[config.mk]
export PLATFORM = sky130hd
export DESIGN_NAME = bcd_disp8
export DESIGN_NICKNAME = d
export VERILOG_FILES = /design/src/rtl/bcd_disp8.sv
export SDC_FILE = /design/constraint.sdc
export NUM_CORES = 1
export LEC_CHECK = 0
export CAP_MARGIN = 20
export CORE_ASPECT_RATIO = 0.9
export CORE_MARGIN = 2
export CORE_UTILIZATION = 57
export CTS_CLUSTER_SIZE = 14
export DETAILED_ROUTE_END_ITERATION = 10
export HOLD_SLACK_MARGIN = 0.08
export PLACE_DENSITY = 0.88
export SLEW_MARGIN = 10
export SYNTH_ARGS = -nofsm -noshare
export SYNTH_HDL_FRONTEND = slang
export SYNTH_SLANG_ARGS = --single-unit
[constraint.sdc]
create_clock -name clk -period 2.1 [get_ports clk]
set_clock_uncertainty 0.15 [all_clocks]
set_input_delay 0.315 -clock clk [delete_from_list [all_inputs] [get_ports clk]]
set_output_delay 0.315 -clock clk [all_outputs]
set_load 0.05 [all_outputs]
[src/rtl/bcd_disp8.sv]
// bcd_disp8 -- binary-to-BCD display stage for the 8-bit register block.
// The upstream value is polled every clock. A change starts a sequential
// double-dabble conversion, one shift per clock, 8 clocks in total. The
// three BCD digits then drive a time-multiplexed 7-segment display with
// active-low segments and anodes.
// Optional build macro: BLANK_LEADING_ZERO_EN blanks the leading zero digits.
// With the macro undefined, all three digits are always lit.
module bcd_disp8 #(
   parameter int unsigned SCAN_DIV = 1000  // clocks per digit before the scan advances, >= 1
) (
   input  logic        clk,
   input  logic        rst_n,
   input  logic [7:0]  in,
   output logic [11:0] bcd,
   output logic        busy,
   output logic [2:0]  an,
   output logic [6:0]  seg
);

   // ------------------------------------------------------------------
   // Constants
   // ------------------------------------------------------------------
   localparam logic [0:0] S_IDLE = 1'b0;
   localparam logic [0:0] S_CONV = 1'b1;

   // The prescaler needs at least one bit, even when SCAN_DIV == 1.
   localparam int unsigned   PW         = (SCAN_DIV > 1) ? $clog2(SCAN_DIV) : 1;
   localparam logic [PW-1:0] PRESC_LAST = PW'(SCAN_DIV - 1);

   localparam logic [2:0] ITER_LAST = 3'd7;

   // ------------------------------------------------------------------
   // Helper functions
   // ------------------------------------------------------------------
   // Double-dabble correction: a nibble of 5 or more gets +3 before the shift.
   function automatic logic [3:0] add3(input logic [3:0] n);
      return (n >= 4'd5) ? (n + 4'd3) : n;
   endfunction

   // Active-low glyph decode, bit order {g,f,e,d,c,b,a}.
   // Codes 10..15 cannot occur and are shown blank.
   function automatic logic [6:0] glyph(input logic [3:0] n);
      logic [6:0] g;
      case (n)
         4'd0:    g = 7'b1000000;
         4'd1:    g = 7'b1111001;
         4'd2:    g = 7'b0100100;
         4'd3:    g = 7'b0110000;
         4'd4:    g = 7'b0011001;
         4'd5:    g = 7'b0010010;
         4'd6:    g = 7'b0000010;
         4'd7:    g = 7'b1111000;
         4'd8:    g = 7'b0000000;
         4'd9:    g = 7'b0010000;
         default: g = 7'b1111111;
      endcase
      return g;
   endfunction

   // ------------------------------------------------------------------
   // State
   // ------------------------------------------------------------------
   logic [0:0]    state_q,    state_d;
   logic [7:0]    last_val_q, last_val_d;
   logic [19:0]   work_q,     work_d;      // {hundreds, tens, ones, binary}
   logic [2:0]    iter_q,     iter_d;
   logic [11:0]   bcd_q,      bcd_d;
   logic [PW-1:0] presc_q,    presc_d;
   logic [1:0]    idx_q,      idx_d;

   // Combinational intermediates for the conversion step
   logic [11:0] adj;
   logic [19:0] shifted;

   // ------------------------------------------------------------------
   // One double-dabble step: correct all three nibbles, then shift left.
   // ------------------------------------------------------------------
   always_comb begin
      adj     = {add3(work_q[19:16]), add3(work_q[15:12]), add3(work_q[11:8])};
      shifted = {adj[10:0], work_q[7:0], 1'b0};
   end

   // ------------------------------------------------------------------
   // Conversion FSM: poll for a changed input, then run 8 shift cycles.
   // ------------------------------------------------------------------
   always_comb begin
      state_d    = state_q;
      last_val_d = last_val_q;
      work_d     = work_q;
      iter_d     = iter_q;
      bcd_d      = bcd_q;
      case (state_q)
         S_IDLE: begin
            if (in != last_val_q) begin
               work_d     = {12'h000, in};
               last_val_d = in;
               iter_d     = '0;
               state_d    = S_CONV;
            end
         end
         S_CONV: begin
            work_d = shifted;
            iter_d = iter_q + 3'd1;
            // bcd is only updated with the finished result, never a partial one.
            if (iter_q == ITER_LAST) begin
               bcd_d   = shifted[19:8];
               state_d = S_IDLE;
            end
         end
         default: state_d = S_IDLE;
      endcase
   end

   // ------------------------------------------------------------------
   // Scan timing: prescaler, then advance the digit index 0 -> 1 -> 2 -> 0.
   // This runs independently of the conversion.
   // ------------------------------------------------------------------
   always_comb begin
      presc_d = presc_q;
      idx_d   = idx_q;
      if (presc_q == PRESC_LAST) begin
         presc_d = '0;
         idx_d   = (idx_q == 2'd2) ? 2'd0 : (idx_q + 2'd1);
      end else begin
         presc_d = presc_q + 1'b1;
      end
   end

   // ------------------------------------------------------------------
   // Registers: asynchronous active-low reset for all state.
   // ------------------------------------------------------------------
   always_ff @(posedge clk or negedge rst_n) begin
      if (!rst_n) begin
         state_q    <= S_IDLE;
         last_val_q <= '0;
         work_q     <= '0;
         iter_q     <= '0;
         bcd_q      <= '0;
         presc_q    <= '0;
         idx_q      <= '0;
      end else begin
         state_q    <= state_d;
         last_val_q <= last_val_d;
         work_q     <= work_d;
         iter_q     <= iter_d;
         bcd_q      <= bcd_d;
         presc_q    <= presc_d;
         idx_q      <= idx_d;
      end
   end

   // ------------------------------------------------------------------
   // Status outputs
   // ------------------------------------------------------------------
   assign bcd  = bcd_q;
   assign busy = (state_q == S_CONV);

   // ------------------------------------------------------------------
   // Display drive: anode select and segment decode, from registered state only.
   // ------------------------------------------------------------------
`ifdef BLANK_LEADING_ZERO_EN
   logic hund_zero;
   logic tens_zero;
   assign hund_zero = (bcd_q[11:8] == 4'd0);
   assign tens_zero = (bcd_q[7:4]  == 4'd0);
`endif

   always_comb begin
      an  = 3'b111;
      seg = 7'b1111111;
      case (idx_q)
         2'd0: begin
            an  = 3'b110;
            seg = glyph(bcd_q[3:0]);
         end
         2'd1: begin
            an  = 3'b101;
`ifdef BLANK_LEADING_ZERO_EN
            seg = (hund_zero && tens_zero) ? 7'b1111111 : glyph(bcd_q[7:4]);
`else
            seg = glyph(bcd_q[7:4]);
`endif
         end
         2'd2: begin
            an  = 3'b011;
`ifdef BLANK_LEADING_ZERO_EN
            seg = hund_zero ? 7'b1111111 : glyph(bcd_q[11:8]);
`else
            seg = glyph(bcd_q[11:8]);
`endif
         end
         default: begin
            an  = 3'b111;
            seg = 7'b1111111;
         end
      endcase
   end

endmodule

# Word level (Yosys, flattened, before mapping)
# Memories as Yosys holds them, arrays and structs flattened.
# Index checks and enable logic that the tools add are counted.
[totals]
ff_bits = 56
mem_bits_ro = 336
inputBits = 10
output_inout_bits = 23
elab_cells = 43
n_memories = 3
[classes]
addsub = 6
n_lt_le_gt_ge = 3
eq_ne = 6
n_mux = 14
n_bitwise = 1
reduce_logical = 3
[mem_list]
columns = ["name", "words", "width", "read_ports", "rd_ports_with_merged_regs", "wr", "line_no", "text"]
rows = [
  ["(name not given)", 16, 7, 1, 0, 0, "44", "case (n)"],
  ["(name not given)", 16, 7, 1, 0, 0, "44", ""],
  ["(name not given)", 16, 7, 1, 0, 0, "44", ""],
]
[op_table]
columns = ["operator", "n"]
rows = [
  ["$pmux W20 S2", 1],
  ["$pmux W7 S3", 1],
  ["$mux W20", 1],
  ["$ge A4 B3 Y1 const B", 3],
  ["$add A10 B1 Y10 const B", 1],
  ["$eq A10 B10 Y1 const B", 1],
  ["$mux W10", 1],
  ["$pmux W3 S3", 1],
  ["$add A4 B2 Y4 const B", 2],
  ["$mux W4", 2],
  ["$ne A8 B8 Y1", 1],
  ["$mux W3", 2],
  ["$pmux W3 S2", 1],
  ["$reduce_and A2 Y1", 2],
  ["$add A3 B1 Y3 const B", 1],
  ["$add A3 B2 Y3 const B", 1],
  ["$eq A3 B3 Y1 const B", 1],
  ["$add A2 B1 Y2 const B", 1],
  ["$eq A2 B1 Y1 const B", 1],
  ["$eq A2 B2 Y1 const B", 1],
  ["$logic_not A2 Y1", 1],
  ["$mux W1", 2],
  ["$mux W2", 1],
  ["$ne A2 B2 Y1 const B", 1],
  ["other kinds (2)", 2],
]

# Longest topological paths before layout
# Gate-level depths: netlist of the first run.
[depth]
word_depth = 3
depth_mapped = 6

# Least setup slack after synthesis of the first run
# Ideal clock, no wire load.
[synth_timing]
path_type = "register -> output"
startpoint = "register bcd_q[0] (netlist: bcd[0])"
endpoint = "output port seg[4]"
arrival_ns = 2.206
path_slack_ns = -0.571
path_stages_with_launch = 6
path_cell_list = "dfrtp_1 > inv_1 > ha_1 > a31oi_1 > o21ai_0 > a32oi_1"
[synth_between]
elab_chain_len = 2
[synth_rtl]
columns = ["element", "line_no", "text"]
rows = [
  ["start, declared", "67", "logic [11:0] bcd_q, bcd_d;"],
  ["start signal, assigned", "138", "bcd_q <= '0;"],
  ["start signal, assigned", "146", "bcd_q <= bcd_d;"],
  ["$mem_v2 Z16 W7", "n/a", ""],
  ["$pmux W7 S3", "171", "case (idx_q)"],
  ["end, declared", "17", "output logic [6:0] seg"],
]
# No other way between the ends.

# Worst setup path after layout of the first run
[layout_timing]
startpoint = "register bcd_q[1] (netlist: bcd[1])"
endpoint = "output port seg[1]"
# The elaborated chain is that of the path after synthesis.

==> results by group, run 1 <==
Outcome
  • Status: finished with violations
  • Failing checks: setup timing

Synth
  • Top_reg_cell synth: dfrtp_1
  • Cells after Synth: 322
  • Cell variety after synth: 43
  • Seq/Total Area, Yosys: 0.427
  • Synth cell count leaders: dfrtp_1, a21oi_1, ha_1
  • Most frequent cell after synthesis: dfrtp_1
  • Synth area leaders: dfrtp_1, ha_1, mux2_2
  • Synth Cell Area: 0.00328 mm²
  • Share of the synthesized area in the top cell type: 0.427
  • Synth area leader: dfrtp_1
  • Avg Cell Area, Syn: ~10 µm²
  • Post-synth EDFFs: 0
  • Mapped Nets: 359
  • Yosys reg bits: between 50 and 60
  • Synthesis Warnings: 0
  • Asr flop ratio synth: 1.00

Clocking
  • Clock root buffer: clkbuf_8
  • Max H-tree Level: 2
  • Clock Path Buffers: 2
  • Total CTS buffers: 5
  • CTS tree: done
  • CTS sink count: 56
  • Worst skew pair latency: 0.31 ns
  • Clk slew on worst S/H paths: 0.10 ns

Timing
  • Final Cycle Share: 1.09
  • Final slew viol count: 0
  • Fin worst setup slack: -0.198 ns
  • Fmax: 435 MHz
  • Final min period: 2.30 ns
  • Fin Setup TNS: -1.05 ns
  • Fin. Hold Viols: 0
  • Final setup violation count: 7
  • RSZ-0062 raised after global routing: true
  • Relative slew slack: 0.636
  • Worst Tran Pin Value: 0.544 ns
  • Fin Hold WS: 0.324 ns

Setup path
  • Cells along the critical path: inv_4 > ha_4 > a21oi_1 > nor2_1 > a221o_2 > buf_8
  • Slowest cell on the critical path: dfrtp_2
  • CP endpoint kind: output port
  • Kind of critical path: reg -> out
  • Crit path launch type: flip-flop
  • CP required: 1.63 ns
  • CP Max Fanout: 8
  • Slowest cell delay on critical path: 0.50 ns
  • Worst path arrival time: 1.83 ns
  • CP Buf/Inv Count: 2
  • Delay-heaviest family, CP: flip-flops

Drt
  • Routed wire length: 7.65 mm
  • Post-route DRC: 0
  • First-pass DRT Iterations: 4
  • Via count: 2,671
  • Antenna-violating nets left: 0
  • Via density: 5.84
  • Post-DR wirelength/cell: approximately 17 µm
  • Starting DRT DRC Count: 148

Finish
  • Seq. cell area: about 0.0014 mm²
  • Multi-input combinational cell area: 0.00192 mm²
  • Layout filler cell count: 357
  • Area Overhead vs Synth: 32.7%
  • Number of nets in the layout: approximately 420
  • Final core utilization: 0.773
  • Number of diodes: 0
  • Share of layout cells above drive strength 1: 0.336

Job
  • Max-cap check violation count: 0

Pwr
  • Pwr Density: between 1500 and 2000 mW/mm²
  • Post-layout power: 7170 µW
  • VDD IR max: roughly 1.5 mV
  • P_leak: roughly 0.0019 µW

Place
  • GPL Wtd Cong: around 0.88
  • Hpwl dp: 4.88 mm
  • Port bufs: 32

GRT
  • Largest net degree at the start of global routing: 57
  • GR Util All Layers: 0.222
  • Number of global-route vias before repair: 2,499
  • First-pass GRT wire length: roughly 12 mm
  • Remaining Overflow, GRT: 0
  • Initial antenna violation count: 0

Floorplanning
  • Die Ht: between 70 and 80 µm
  • Die footprint: 0.00637 mm²
  • DIE WIDTH: 83.9 µm
  • Row count: 26
  • CORE AREA: 0.00563 mm²
  • I/O Pins: 33
  • Initial Utilization: 0.582

Hold path
  • Worst Hold Class: reg -> reg
where the power goes:
group / internal, µW / switching, µW
logic: 2140 / 2410
registers: 1490 / 547
clock network: 234 / 342
layer usage:
| metal | up-vias | wire length, µm | share of wire | global-route usage |
|---|---|---|---|---|
| li1 | 1265 | - | - | - |
| met1 | 1319 | 3440 | 0.45 | 0.309 |
| met2 | 65 | 3840 | 0.50 | 0.361 |
| met3 | 22 | 225 | 0.029 | 0.0370 |
| met4 | 0 | 147 | 0.019 | 0.0645 |
| met5 | - | 0 | 0 | 0 |
worst reg2reg max path, cell delays in order, from the launching register on:
cell and delay (ns):
dfrtp_1 0.41, ha_1 0.21, ha_1 0.19, nand2_1 0.41
mux2_2 0.42
flip-flops by register name, indices dropped and copies added, names as in the netlist:
| register | count |
|---|---|
| work_q | 20 |
| idx_q | 2 |
| busy | 1 |
| iter_q | 3 |
| last_val_q | 8 |
| bcd | 12 |
| presc_q | 10 |
per-stage QoR:
stage | std cells | area (µm²) | setup WS [ns]
after floorplan | 322 | 3370 | 0.0000765
after global placement | 428 | 3940 | 0.0506
after detailed placement | 428 | 3940 | -0.0402
after CTS | 449 | 4200 | -0.153
after global routing | 457 | 4350 | -0.268
final | 457 | 4350 | -0.198
layout by cell type, fill, tap and decap left out, types with 10 or more instances in the layout:
cell type and instances:
o21ai_0 11, xnor2_1 15, a21oi_1 22, mux2_2 15, a22o_1 10, buf_4 39, nand2_1 14, dfrtp_1 42
dfrtp_2 14, buf_12 11, ha_1 19, nor2_1 13, inv_1 16
path summary, 6_finish.rpt:
path / cells past startpoint / end / slack (ns) / startpoint
min in group asynchronous: 3 / presc_q[4]$_DFF_PN0_ / 0.37 / rst_n
worst max register to register: 4 / bcd[1]$_DFFE_PN0P_ / 0.19 / iter_q[0]$_DFFE_PN0P_
worst min register to register: 1 / presc_q[0]$_DFF_PN0_ / 0.32 / presc_q[0]$_DFF_PN0_
worst min-delay path: 1 / presc_q[0]$_DFF_PN0_ / 0.32 / presc_q[0]$_DFF_PN0_
worst max-delay path: 6 / seg[1] / -0.20 / bcd[1]$_DFFE_PN0P_
max in group asynchronous: 3 / bcd[1]$_DFFE_PN0P_ / 1.13 / rst_n
repair_timing:
item,4_1_cts,5_1_grt
hold buffers,1,0
endpoints found under the hold margin,56,0
setup endpoints to repair,11,8
buffers inserted,12,9
pin swaps,14,10
cloned,0,0
gates resized for setup,34,23
kinds of logic (layout without fill, tap and decap cells):
group | Yosys count | after routing | share of synthesized area
simple gates | 71 | 71 | 0.115
flops | 56 | 56 | 0.427
compound gates | 87 | 87 | 0.175
xor+xnor | 20 | 20 | 0.0534
buf+inv | 38 | 103 | 0.0473
mux | 23 | 23 | 0.0790
fa+ha+maj | 27 | 27 | 0.103
cell type report:
class,instances,share of cell area
inverters,23,0.0233
repair buffers,72,0.169
well taps,70,0.0201
flip-flops and latches,56,0.326
clock buffers,6,0.0167
clock inverters,2,0.00288
multi-input cells,228,0.442
No activity file was read; power rests on OpenSTA's default activity.
==> run 2, diff against run 1 <==
GPL_TIMING_DRIVEN = 0   (was not set)
PLACE_DENSITY = not set   (was 0.88)
PLACE_DENSITY_LB_ADDON = 0.05   (was not set)
==> run 2 against run 1 <==
The run still ends with setup timing left. Via count shrank 2.4%. Cell count shrank 0.66%. Critical path type unchanged. Combinational power shrank 3%. Die area is the same. Non-clock buffer count shrank 3. Total power shrank 3.6%. Largest cell class unchanged. Fmax shrank 1.9%. Sequential cell count is the same. Critical path depth is the same. Global-route usage grew 1.1 points.
==> results by group, run 2 (synthesis results as in run 1) <==
Outcome
  • Status: finished with violations
  • Failing checks: setup timing

Timing
  • Relative slew slack: 0.523
  • Fmax: 427 MHz
  • Final slew viol count: 0
  • Fin worst setup slack: -0.242 ns
  • Fin Hold WS: about 0.32 ns
  • Worst Tran Pin Value: 0.715 ns
  • Final Cycle Share: 1.12
  • Final min period: 2.34 ns
  • RSZ-0062 raised after global routing: true
  • Final setup violation count: 7
  • Fin. Hold Viols: 0

Setup path
  • Kind of critical path: reg -> out
  • Delay-heaviest family, CP: compound AO/OA/AOI/OAI gates
  • Cells along the critical path: buf_4 > inv_4 > ha_4 > a21o_1 > a221o_2 > buf_8
  • Slowest cell on the critical path: dfrtp_2
  • CP required: 1.63 ns
  • Crit path launch type: flip-flop
  • Worst path arrival time: ~1.9 ns
  • CP Max Fanout: 5
  • Slowest cell delay on critical path: 0.44 ns
  • CP Buf/Inv Count: 3
  • CP endpoint kind: output port

Finish
  • Max reg flops: 20
  • Most frequent cells in the layout: dfrtp_1, ha_1, a21oi_1, buf_4
  • Top reg by flops: work_q
  • Commonest non-fill, non-tap cell in the layout: dfrtp_1
  • Seq. cell area: between 0.001 and 0.0015 mm²
  • Layout Cells excl Fill: 454
  • Layout filler cell count: a little under 400
  • Share of layout cells above drive strength 1: 0.302
  • Multi-input combinational cell area: around 0.0019 mm²
  • Number of nets in the layout: 420
  • Area Overhead vs Synth: 28.4%
  • Number of diodes: 0

Drt
  • Routed wire length: 7.25 mm
  • First-pass DRT Iterations: 4
  • Via density: ~5.7
  • Starting DRT DRC Count: just under 100
  • Post-route DRC: 0
  • Post-DR wirelength/cell: 16.0 µm
  • Antenna-violating nets left: 0
  • Via count: about 2.6k

Hold path
  • Worst Hold Class: reg -> reg

Place
  • Placed cells: approximately 420
  • Port bufs: 32
  • GPL Wtd Cong: between 0.8 and 0.9
  • Hpwl dp: roughly 4.7 mm

Pwr
  • Sequential share of power: 0.271
  • P_leak: 0.00188 µW
  • Int Pwr: 3700 µW
  • Logic gate share of total power: 0.639
  • VDD IR max: 1.20 mV
  • Sw power: 3210 µW
  • Post-layout power: a little under 7000 µW
  • Sw Ratio: 0.465
  • Pwr Density: 1640 mW/mm²
  • Clk pwr share: 0.090

Clocking
  • CTS sink count: 56
  • Clk slew on worst S/H paths: 0.10 ns
  • Max H-tree Level: 2
  • Clock Path Buffers: 2
  • Clock root buffer: clkbuf_8
  • Total CTS buffers: 5
  • Worst skew pair latency: ~0.31 ns
  • CTS tree: done

GRT
  • Largest net degree at the start of global routing: 57
  • GR Util All Layers: 0.233
  • Remaining Overflow, GRT: 0
  • Initial antenna violation count: 0
  • Number of global-route vias before repair: 2,526
  • First-pass GRT wire length: 12.0 mm

Floorplanning
  • Row count: 26
  • Initial Utilization: 0.582
  • Die Ht: 75.9 µm
  • DIE WIDTH: 83.9 µm
  • I/O Pins: 33
  • Die footprint: ~0.0064 mm²
  • CORE AREA: 0.00563 mm²

Job
  • Max-cap check violation count: 0
## run 2: changes by cell type in the layout (fill, tap and decap cells not counted), moves of 3 or more
cell             before  now
buf_4                39   20
buf_12               11    0
buf_6                 5   11
clkdlybuf4s50_1       8   14
clkbuf_4              0    4
ha_1                 19   23
inv_2                 1    5
clkbuf_2              0    3
ha_2                  3    0
inv_4                 6    3
o21ai_2               2    5
## run 2: power by group through the flow
stage                     Combinational [µW]  Clock (µW)  Sequential, µW
after floorplan                         2380           0            2220
after global placement                  3590           0            1920
after detailed placement                3680           0            1930
after CTS                               4250         638            1860
after global routing                    4760         674            1930
final                                   4420         624            1870
## run 2: what timing repair did
action / CTS / global route
buffers inserted: 20 / 3
hold endpoints to repair: 56 / 0
pin swaps: 14 / 8
hold buffers: 1 / 0
endpoints found under the setup margin: 12 / 10
gates resized for setup: 101 / 18
## run 2: path summary, 6_finish.rpt
| check | start | to | slack [ns] | cells past startpoint |
|---|---|---|---|---|
| max in group asynchronous | rst_n | bcd[0]$_DFFE_PN0P_ | 0.85 | 2 |
| min in group asynchronous | rst_n | bcd[7]$_DFFE_PN0P_ | 0.44 | 2 |
| setup / recovery | bcd[4]$_DFFE_PN0P_ | seg[1] | -0.24 | 6 |
| hold reg to reg | presc_q[0]$_DFF_PN0_ | presc_q[0]$_DFF_PN0_ | 0.32 | 1 |
| hold / removal | presc_q[0]$_DFF_PN0_ | presc_q[0]$_DFF_PN0_ | 0.32 | 1 |
| setup reg to reg | iter_q[0]$_DFFE_PN0P_ | bcd[11]$_DFFE_PN0P_ | 0.15 | 6 |
## run 2: cell type report
cell class	count	area share
flip-flops and latches	56	0.337
repair buffers	55	0.121
multi-input cells	228	0.456
clock buffers	6	0.0196
plain buffers	14	0.0202
clock inverters	2	0.00327
inverters	23	0.0223
well taps	70	0.0208
## run 2: metrics by stage
| stage | setup WS (ns) | util | setup TNS (ns) | cell area [µm²] |
|---|---|---|---|---|
| final | -0.242 | 0.748 | -1.17 | 4210 |
| after global routing | -0.297 | 0.748 | -1.73 | 4210 |
| after CTS | -0.174 | 0.741 | -0.992 | 4170 |
| after detailed placement | -0.615 | 0.671 | -6.70 | 3770 |
| after global placement | -1.40 | 0.671 | -75.11 | 3780 |
| after floorplan | 0.0000765 | - | 0 | 3370 |
## run 2: routing by layer
| layer | part of all wire | GRT usage | routed length [µm] | vias up |
|---|---|---|---|---|
| li1 | - | - | - | 1260 |
| met4 | 0.017 | 0.0774 | 121 | 0 |
| met3 | 0.027 | 0.0359 | 195 | 11 |
| met2 | 0.47 | 0.377 | 3420 | 38 |
| met5 | 0 | 0 | 0 | - |
| met1 | 0.49 | 0.324 | 3520 | 1299 |
